### src/rtl/ex_stage_ctrl.sv
// RV32I execute-stage controller: decodes the instruction, drives the external ALU,
// resolves branches/jumps and holds the result in a valid/ready EX/MEM register.
module ex_stage_ctrl #(
  parameter logic [31:0] RESET_PC = 32'h0000_0000
) (
  input  logic        clk,
  input  logic        rst,
  input  logic        flush,
  input  logic        in_valid,
  output logic        in_ready,
  input  logic [31:0] in_instr,
  input  logic [31:0] in_pc,
  input  logic [31:0] in_rs1,
  input  logic [31:0] in_rs2,
  output logic [31:0] alu_a,
  output logic [31:0] alu_b,
  output logic [3:0]  alu_ctrl,
  input  logic [31:0] alu_result,
  input  logic        alu_zero,
  input  logic        alu_less,
  output logic        out_valid,
  input  logic        out_ready,
  output logic [31:0] out_result,
  output logic [4:0]  out_rd,
  output logic        out_we,
  output logic        out_taken,
  output logic [31:0] out_target,
  output logic        out_misalign,
  output logic        out_illegal,
  output logic [31:0] out_pc
);

  localparam logic [3:0] ALU_ADD  = 4'b0000;
  localparam logic [3:0] ALU_SLT  = 4'b0001;
  localparam logic [3:0] ALU_SLTU = 4'b0010;
  localparam logic [3:0] ALU_XOR  = 4'b0011;
  localparam logic [3:0] ALU_OR   = 4'b0100;
  localparam logic [3:0] ALU_AND  = 4'b0111;
  localparam logic [3:0] ALU_SLL  = 4'b1000;
  localparam logic [3:0] ALU_SRL  = 4'b1001;
  localparam logic [3:0] ALU_SRA  = 4'b1010;
  localparam logic [3:0] ALU_SUB  = 4'b1011;

  localparam logic [6:0] OPC_OP     = 7'b0110011;
  localparam logic [6:0] OPC_OPIMM  = 7'b0010011;
  localparam logic [6:0] OPC_LUI    = 7'b0110111;
  localparam logic [6:0] OPC_AUIPC  = 7'b0010111;
  localparam logic [6:0] OPC_JAL    = 7'b1101111;
  localparam logic [6:0] OPC_JALR   = 7'b1100111;
  localparam logic [6:0] OPC_BRANCH = 7'b1100011;

  localparam logic [6:0] F7_BASE = 7'b0000000;
  localparam logic [6:0] F7_ALT  = 7'b0100000;

  // Base ALU op for funct3 when funct7 selects the plain (non-alternate) form.
  function automatic logic [3:0] base_op(input logic [2:0] f3);
    logic [3:0] op;
    case (f3)
      3'b000:  op = ALU_ADD;
      3'b001:  op = ALU_SLL;
      3'b010:  op = ALU_SLT;
      3'b011:  op = ALU_SLTU;
      3'b100:  op = ALU_XOR;
      3'b101:  op = ALU_SRL;
      3'b110:  op = ALU_OR;
      3'b111:  op = ALU_AND;
      default: op = ALU_ADD;
    endcase
    return op;
  endfunction

  logic [6:0]  opcode_s;
  logic [2:0]  funct3_s;
  logic [6:0]  funct7_s;
  logic [4:0]  rd_s;
  logic [31:0] i_imm_s;
  logic [31:0] u_imm_s;
  logic [31:0] j_imm_s;
  logic [31:0] b_imm_s;

  assign opcode_s = in_instr[6:0];
  assign funct3_s = in_instr[14:12];
  assign funct7_s = in_instr[31:25];
  assign rd_s     = in_instr[11:7];
  assign i_imm_s  = {{20{in_instr[31]}}, in_instr[31:20]};
  assign u_imm_s  = {in_instr[31:12], 12'h000};
  assign j_imm_s  = {{11{in_instr[31]}}, in_instr[31], in_instr[19:12], in_instr[20],
                     in_instr[30:21], 1'b0};
  assign b_imm_s  = {{19{in_instr[31]}}, in_instr[31], in_instr[7], in_instr[30:25],
                     in_instr[11:8], 1'b0};

  logic [31:0] alu_a_s;
  logic [31:0] alu_b_s;
  logic [3:0]  alu_ctrl_s;
  logic        illegal_s;
  logic        writes_s;
  logic        jump_s;
  logic        branch_s;
  logic        clr_lsb_s;
  logic [31:0] tgt_base_s;
  logic [31:0] tgt_off_s;

  // Instruction decode: ALU operands/op, legality and redirect adder inputs.
  always_comb begin
    alu_a_s    = 32'h0000_0000;
    alu_b_s    = 32'h0000_0000;
    alu_ctrl_s = ALU_ADD;
    illegal_s  = 1'b0;
    writes_s   = 1'b0;
    jump_s     = 1'b0;
    branch_s   = 1'b0;
    clr_lsb_s  = 1'b0;
    tgt_base_s = 32'h0000_0000;
    tgt_off_s  = 32'h0000_0000;
    case (opcode_s)
      OPC_OP: begin
        alu_a_s  = in_rs1;
        alu_b_s  = in_rs2;
        writes_s = 1'b1;
        if (funct7_s == F7_BASE) begin
          alu_ctrl_s = base_op(funct3_s);
        end else if ((funct7_s == F7_ALT) && (funct3_s == 3'b000)) begin
          alu_ctrl_s = ALU_SUB;
        end else if ((funct7_s == F7_ALT) && (funct3_s == 3'b101)) begin
          alu_ctrl_s = ALU_SRA;
        end else begin
          illegal_s = 1'b1;
        end
      end
      OPC_OPIMM: begin
        alu_a_s  = in_rs1;
        alu_b_s  = i_imm_s;
        writes_s = 1'b1;
        case (funct3_s)
          3'b001: begin
            if (funct7_s == F7_BASE) begin
              alu_ctrl_s = ALU_SLL;
            end else begin
              illegal_s = 1'b1;
            end
          end
          3'b101: begin
            if (funct7_s == F7_BASE) begin
              alu_ctrl_s = ALU_SRL;
            end else if (funct7_s == F7_ALT) begin
              alu_ctrl_s = ALU_SRA;
            end else begin
              illegal_s = 1'b1;
            end
          end
          default: alu_ctrl_s = base_op(funct3_s);
        endcase
      end
      OPC_LUI: begin
        alu_b_s  = u_imm_s;
        writes_s = 1'b1;
      end
      OPC_AUIPC: begin
        alu_a_s  = in_pc;
        alu_b_s  = u_imm_s;
        writes_s = 1'b1;
      end
      OPC_JAL: begin
        alu_a_s    = in_pc;
        alu_b_s    = 32'h0000_0004;
        writes_s   = 1'b1;
        jump_s     = 1'b1;
        tgt_base_s = in_pc;
        tgt_off_s  = j_imm_s;
      end
      OPC_JALR: begin
        alu_a_s    = in_pc;
        alu_b_s    = 32'h0000_0004;
        writes_s   = 1'b1;
        jump_s     = 1'b1;
        clr_lsb_s  = 1'b1;
        tgt_base_s = in_rs1;
        tgt_off_s  = i_imm_s;
        if (funct3_s != 3'b000) begin
          illegal_s = 1'b1;
        end else begin
          illegal_s = 1'b0;
        end
      end
      OPC_BRANCH: begin
        alu_a_s    = in_rs1;
        alu_b_s    = in_rs2;
        branch_s   = 1'b1;
        tgt_base_s = in_pc;
        tgt_off_s  = b_imm_s;
        case (funct3_s)
          3'b110, 3'b111:   alu_ctrl_s = ALU_SLTU;
          3'b010, 3'b011:   illegal_s  = 1'b1;
          default:          alu_ctrl_s = ALU_SUB;
        endcase
      end
      default: illegal_s = 1'b1;
    endcase
  end

  // Unsigned branches read the SLTU result through the zero flag.
  logic cond_s;
  always_comb begin
    case (funct3_s)
      3'b000:  cond_s = alu_zero;
      3'b001:  cond_s = ~alu_zero;
      3'b100:  cond_s = alu_less;
      3'b101:  cond_s = ~alu_less;
      3'b110:  cond_s = ~alu_zero;
      3'b111:  cond_s = alu_zero;
      default: cond_s = 1'b0;
    endcase
  end

  logic [31:0] tgt_sum_s;
  logic [31:0] target_s;
  logic        taken_s;
  logic        we_s;
  logic        capture_s;

  assign tgt_sum_s = tgt_base_s + tgt_off_s;
  assign target_s  = clr_lsb_s ? {tgt_sum_s[31:1], 1'b0} : tgt_sum_s;
  assign taken_s   = ~illegal_s & (jump_s | (branch_s & cond_s));
  assign we_s      = writes_s & ~illegal_s & (rd_s != 5'd0);

  assign alu_a     = alu_a_s;
  assign alu_b     = alu_b_s;
  assign alu_ctrl  = illegal_s ? ALU_ADD : alu_ctrl_s;
  assign in_ready  = ~out_valid | out_ready;
  assign capture_s = in_valid & in_ready & ~flush;

  // EX/MEM register: reset beats flush, flush beats capture, otherwise drain or hold.
  always_ff @(posedge clk) begin
    if (rst) begin
      out_valid    <= 1'b0;
      out_result   <= 32'h0000_0000;
      out_rd       <= 5'd0;
      out_we       <= 1'b0;
      out_taken    <= 1'b0;
      out_target   <= 32'h0000_0000;
      out_misalign <= 1'b0;
      out_illegal  <= 1'b0;
      out_pc       <= RESET_PC;
    end else if (flush) begin
      out_valid <= 1'b0;
    end else if (capture_s) begin
      out_valid    <= 1'b1;
      out_result   <= alu_result;
      out_rd       <= rd_s;
      out_we       <= we_s;
      out_taken    <= taken_s;
      out_target   <= target_s;
      out_misalign <= taken_s & target_s[1];
      out_illegal  <= illegal_s;
      out_pc       <= in_pc;
    end else if (out_ready) begin
      out_valid <= 1'b0;
    end else begin
      out_valid <= out_valid;
    end
  end

endmodule

### config.mk
export PLATFORM = sky130hd
export DESIGN_NAME = ex_stage_ctrl
export DESIGN_NICKNAME = d
export VERILOG_FILES = /design/src/rtl/ex_stage_ctrl.sv
export SDC_FILE = /design/constraint.sdc
export NUM_CORES = 1
export LEC_CHECK = 0
export BUFFER_PORTS_ARGS = -buffer_cell sky130_fd_sc_hd__buf_2
export CAP_MARGIN = 20
export CELL_PAD_IN_SITES_DETAIL_PLACEMENT = 1
export CELL_PAD_IN_SITES_GLOBAL_PLACEMENT = 2
export CORE_ASPECT_RATIO = 0.75
export CORE_MARGIN = 2
export CORE_UTILIZATION = 27
export DETAILED_ROUTE_END_ITERATION = 6
export PLACE_DENSITY_LB_ADDON = 0.05
export SYNTH_ARGS = -nofsm -noshare
export SYNTH_HDL_FRONTEND = slang
export SYNTH_SLANG_ARGS = --single-unit
### constraint.sdc
create_clock -name clk -period 6.9 [get_ports clk]
set_clock_uncertainty 0.2 [all_clocks]
set_input_delay 0.345 -clock clk [delete_from_list [all_inputs] [get_ports clk]]
set_output_delay 0.345 -clock clk [all_outputs]
set_load 0.1 [all_outputs]
# Word level (Yosys, flattened, before mapping)

Memory sizes are Yosys's and may differ from the RTL's.
Index checks and enable logic that the tools add are counted.

Output and inout port bits: 175
Bits in registers: 106
Logic and storage cells: 94
Memories kept: 2
Bits in read-only memories: 64
Bits of input ports: 167

Memories:

| memory           | words | width | read ports | clocked after Yosys merged registers in | write ports | line | source |
|---|---|---|---|---|---|---|---|
| (name not given) | 8     | 4     | 1          | 0                                       | 0           | 58   | `case (f3)` |
| (name not given) | 8     | 4     | 1          | 0                                       | 0           | 58   |  |

Add/sub/neg operators: 1
Reduce and logical (&&, ||, !) cells: 21
Equality and inequality tests: 15
Muxes and demuxes: 32
Bitwise operators: 14

Operators with widths:

| kind                                                            | count |
|---|---|
| 32-bit case mux with 2 select lines                             | 2 |
| 32-bit case mux with 4 select lines                             | 1 |
| 32-bit case mux with 3 select lines                             | 1 |
| 32-bit adder                                                    | 1 |
| 4-bit two-way mux                                               | 7 |
| 7-bit by 6-bit == test with 1-bit output, second input constant | 3 |
| 7-bit == test, second input constant                            | 3 |
| 2-bit OR reduction                                              | 9 |
| 4-bit case mux with 2 select lines                              | 2 |
| 1-bit two-way mux                                               | 15 |
| 7-bit by 5-bit == test with 1-bit output, second input constant | 2 |
| 3-bit == test, second input constant                            | 4 |
| 4-bit case mux with 3 select lines                              | 1 |
| 3-bit OR reduction                                              | 3 |
| 1-bit AND                                                       | 7 |
| 7-bit zero test                                                 | 1 |
| 3-bit by 2-bit == test with 1-bit output, second input constant | 2 |
| 6-bit OR reduction                                              | 1 |
| 1-bit inverter                                                  | 5 |
| 1-bit case mux with 5 select lines                              | 1 |
| 5-bit nonzero test                                              | 1 |
| 1-bit case mux with 4 select lines                              | 1 |
| 3-bit by 1-bit == test with 1-bit output, second input constant | 1 |
| 3-bit zero test                                                 | 1 |
| other kinds (6)                                                 | 8 |

# Longest topological paths before layout

Depth in word-level cells: 9
Mapped depth: 18
Gate-level depth less buffers: 16

# Least setup slack after synthesis

OpenSTA, ideal clock, no wires.

Kind: input -> output
Start point: input port in_instr[13]
End point: output port alu_ctrl[2]
Required time: 6.355 ns
Cell stages on the path: 8
Slack: 1.695 ns
Data arrival time: 4.660 ns
Path buffers: 1
Path through: inv_1 -> ha_1 -> clkbuf_1 -> a21bo_2 -> o211a_1 -> o32ai_1 -> nor4_2 -> nor4b_1

Word-level cells in the longest chain between the ends: 7
Elaborated cells between the ends (all ways): 23
Those cells by class: eq/ne (4); mux (12); reduce/logical (5); memory (2)

RTL lines:

| what                               | line     | source |
|---|---|---|
| start: declaration                 | 11       | `input logic [31:0] in_instr,` |
| 3-bit == test                      | 124, 134 |  |
| 1-bit logical AND                  | 124      | `end else if ((funct7_s == F7_ALT) && (funct3_s == 3'b101)) begin` |
| 1-bit two-way mux                  | 124      |  |
| 1-bit two-way mux                  | 122      | `end else if ((funct7_s == F7_ALT) && (funct3_s == 3'b000)) begin` |
| 1-bit two-way mux                  | 120      | `if (funct7_s == F7_BASE) begin` |
| 1-bit case mux with 5 select lines | 115      | `case (opcode_s)` |
| 4-bit two-way mux *                | 228      | `assign alu_ctrl = illegal_s ? ALU_ADD : alu_ctrl_s;` |
| end: declaration                   | 17       | `output logic [3:0] alu_ctrl,` |

Every way passes the cells marked *; elsewhere a longest branch is shown, timed or not.

# Worst setup path after layout

Start point: input port in_instr[5]
End point: register out_target[31]

Word-level cells in the longest chain between the ends: 4
Elaborated cells between the ends (all ways): 7
Those cells by class: add/sub (1); eq/ne (3); mux (2); reduce/logical (1)

RTL lines:

| what                                | line | source |
|---|---|---|
| 7-bit == test                       | 115  |  |
| 2-bit OR reduction (no line)        | -    |  |
| 32-bit case mux with 2 select lines | 115  |  |
| 32-bit adder *                      | 221  | `assign tgt_sum_s = tgt_base_s + tgt_off_s;` |
| end signal: assignment              | 252  | `out_target <= target_s;` |
| end: declaration                    | 27   | `output logic [31:0] out_target,` |

Marks and branches as above.
A chain may end at the register's enable or synchronous reset.

==> reports/qor.yml <==
route:
  wl_met1_mm: 16.37
  drtPass1Iterations: 5
  drc: 0
  vias: 8250
  wire_per_inst_um: 21.53
  detail_route.wirelength_mm: 34.33
  viasPerCell: 5.172
  route.met2.wl_mm: 15.35
  antenna_left: 0
  dr_wl_met3_mm: 2.373
  first_iter_violations: 430
  top_layer_used: "met4"
run_status:
  status: "completed"
clock_tree:
  post_cts_resized: 0
  cts.reportedPaths.clkPinSlew_ns: 0.09
  numCtsBuffers: 9
  tritoncts: "done"
  htreeDepth: 3
  cts_root_buf: "clkbuf_16"
  post_cts_buffers: 0
  ctsLongestPathBuffers: 2
  clkLatencyLatePin_ns: 0.37
  cts_sinks: 106
hold_path:
  hold_class: "primary input to register"
timing:
  period_share_pct: 69.21
  drv_slew: 0
  max_freq_mhz: 209.4
  setup-tns-final_ns: 0
  holdWs_ns: 0.01222
  rsz0062_at_grt: "no"
  slew_headroom_pct: 29.27
  finalHoldViolations: 0
  period_needed_ns: 4.776
  worstMarginPinSlew_ns: 1.058
  setup_viol: 0
worst_setup_path:
  critPathMaxFanout: 15
  required_ns: 6.95
  critical_path.startpoint_type: "primary input"
  crit_type: "primary input to register"
  critPathArrivalTime_ns: 4.83
  crit_path_end_kind: "register"
grt:
  antenna_found_initial: 4
  grt_overflow: 0
  grt_pass1_wl_mm: 51.27
  grt_max_degree: 77
  gr-usage-all-layers_pct: 24.68
  grt_pass1_vias: 8241
power:
  ir_worst_vdd_mv: 0.1163
  p_total_mw: 1.619
  leakage_nw: 4.652
  powerDensity_nw_per_um2: 169.1
logic_synthesis:
  synth.area.top_cells: "dfxtp_1, nand2_1, a22o_1, a21oi_1, ha_1"
  yosys_warnings: 0
  avgSynthCellArea_um2: 7.670
  ys_types: 71
  synth_top_area_share_pct: 29.98
  synth-edff-count: 0
  yosysSeqAreaShare_pct: 29.98
  synthArstFlopShare_pct: 0
  syn_inst: 923
  synthesis.area_um2: 7079
  synth-main-ff-cell: "dfxtp_1"
  syn_nets: 1127
  ys_ff_latch: 106
  yosysTopAreaCell: "dfxtp_1"
placed_design:
  dp_hpwl_mm: 26.97
  gp_congestion: 0.9130
  place_area_um2: 9016
  io_buffers: 341
  placed_cells: 1550
final_layout:
  mostFrequentLayoutCell: "buf_2"
  fin_nets: 1446
  area_delta_synth_final_pct: 35.30
  stdcell_count: 1595
  final_layout_size_suffix_gt1_share_pct: 32.00
  final_cell_mix: "buf_2, nand2_1, a21oi_1"
  n_fill_cell: 3264
  final_area_um2: 9578
floorplan:
  die_area_um2: 27540
  rows: 51
  coreArea_um2: 25840
  start_util_pct: 27.39
  die_h_um: 144.2
  die_w_um: 191.0
  io_pins: 342
job:
  drv_cap: 0
[sequential cells by signal (all words and copies together) (netlist names)]
register	cells
out_target	32
out_result	32
out_misalign	1
out_we	1
out_illegal	1
out_rd	5
out_taken	1
out_pc	32
out_valid	1
[cell families after synthesis]
logic type,synth area share (%)
XOR/XNOR,2.846
AND/OR/NAND/NOR,21.19
AO/OA/AOI/OAI,32.94
adder cells (fa/ha/maj),6.645
flip-flops,29.98
multiplexers,1.149
buffers and inverters,5.249
[cell usage after synthesis, drive strengths merged (4+ instances only)]
| master | n |
|---|---|
| mux2i | 7 |
| o31ai | 8 |
| and2 | 11 |
| dfxtp | 106 |
| a31oi | 7 |
| nor2b | 7 |
| inv | 16 |
| or3 | 4 |
| nor3 | 12 |
| o21ai | 35 |
| nand3 | 17 |
| a22o | 76 |
| clkbuf | 55 |
| o21a | 7 |
| nand4 | 8 |
| nor2 | 40 |
| a211oi | 9 |
| a21o | 17 |
| nand2b | 5 |
| ha | 36 |
| a221o | 21 |
| buf | 13 |
| xor2 | 8 |
| a21oi | 115 |
| xnor2 | 15 |
| nand2 | 214 |
| o21bai | 5 |
[layout make-up]
class / count / area [um^2] / share of cell area (%)
diodes: 4 / 10.01 / 0.1045
clock buffers: 9 / 225.2 / 2.351
clock inverters: 7 / 58.81 / 0.6140
inverters: 16 / 60.06 / 0.6270
multi-input cells: 732 / 4612 / 48.15
flip-flops and latches: 106 / 2122 / 22.16
well taps: 344 / 430.4 / 4.494
repair buffers: 377 / 2059 / 21.50
[critical path, stage by stage]
cell      delay, ns
buf_2          0.17
nand3b_1       0.19
nor2_1         0.47
and2_1         0.39
nand2b_1       0.60
buf_4          0.30
a22o_1         0.17
ha_1           0.30
a21oi_1        0.25
o21ai_0        0.20
a31oi_1        0.44
a31oi_1        0.14
a311oi_1       0.33
o41ai_2        0.14
xor2_1         0.17
a22o_1         0.22
[path summary, 6_finish.rpt]
path,end,startpoint,slack [ns],depth (start not counted)
setup / recovery,out_target[31],in_instr[5],2.12,16
setup reg to reg,out_taken,out_valid,4.17,7
hold reg to reg,out_target[22],out_target[22],0.24,2
hold / removal,out_result[11],alu_result[11],0.01,3
[where the power goes]
part	leakage (nW)	switching [mW]	internal, mW
sequential	0.863	0.0109	0.633
clock	0.144	0.286	0.254
combinational	3.65	0.339	0.0974
[routing by layer]
| layer | up-vias | GRT usage, % |
|---|---|---|
| li1 | 3980 | - |
| met3 | 17 | 7.158 |
| met5 | - | 0 |
| met2 | 230 | 37.62 |
| met4 | 0 | 4.774 |
| met1 | 4023 | 34.51 |
[per-stage QoR]
step | setup WS, ns | utilization, %
final | 2.124 | 37.06
after detailed placement | 1.762 | 34.89
after floorplan | 1.695 | -
after global routing | 1.773 | 37.05
after CTS | 2.142 | 36.92
after global placement | 1.922 | 34.89
[repair_timing]
item,CTS,global route
hold endpoints to repair,24,0
setup endpoints to repair,0,0
hold buffers,24,0
Power figures use the tool's default switching activity.
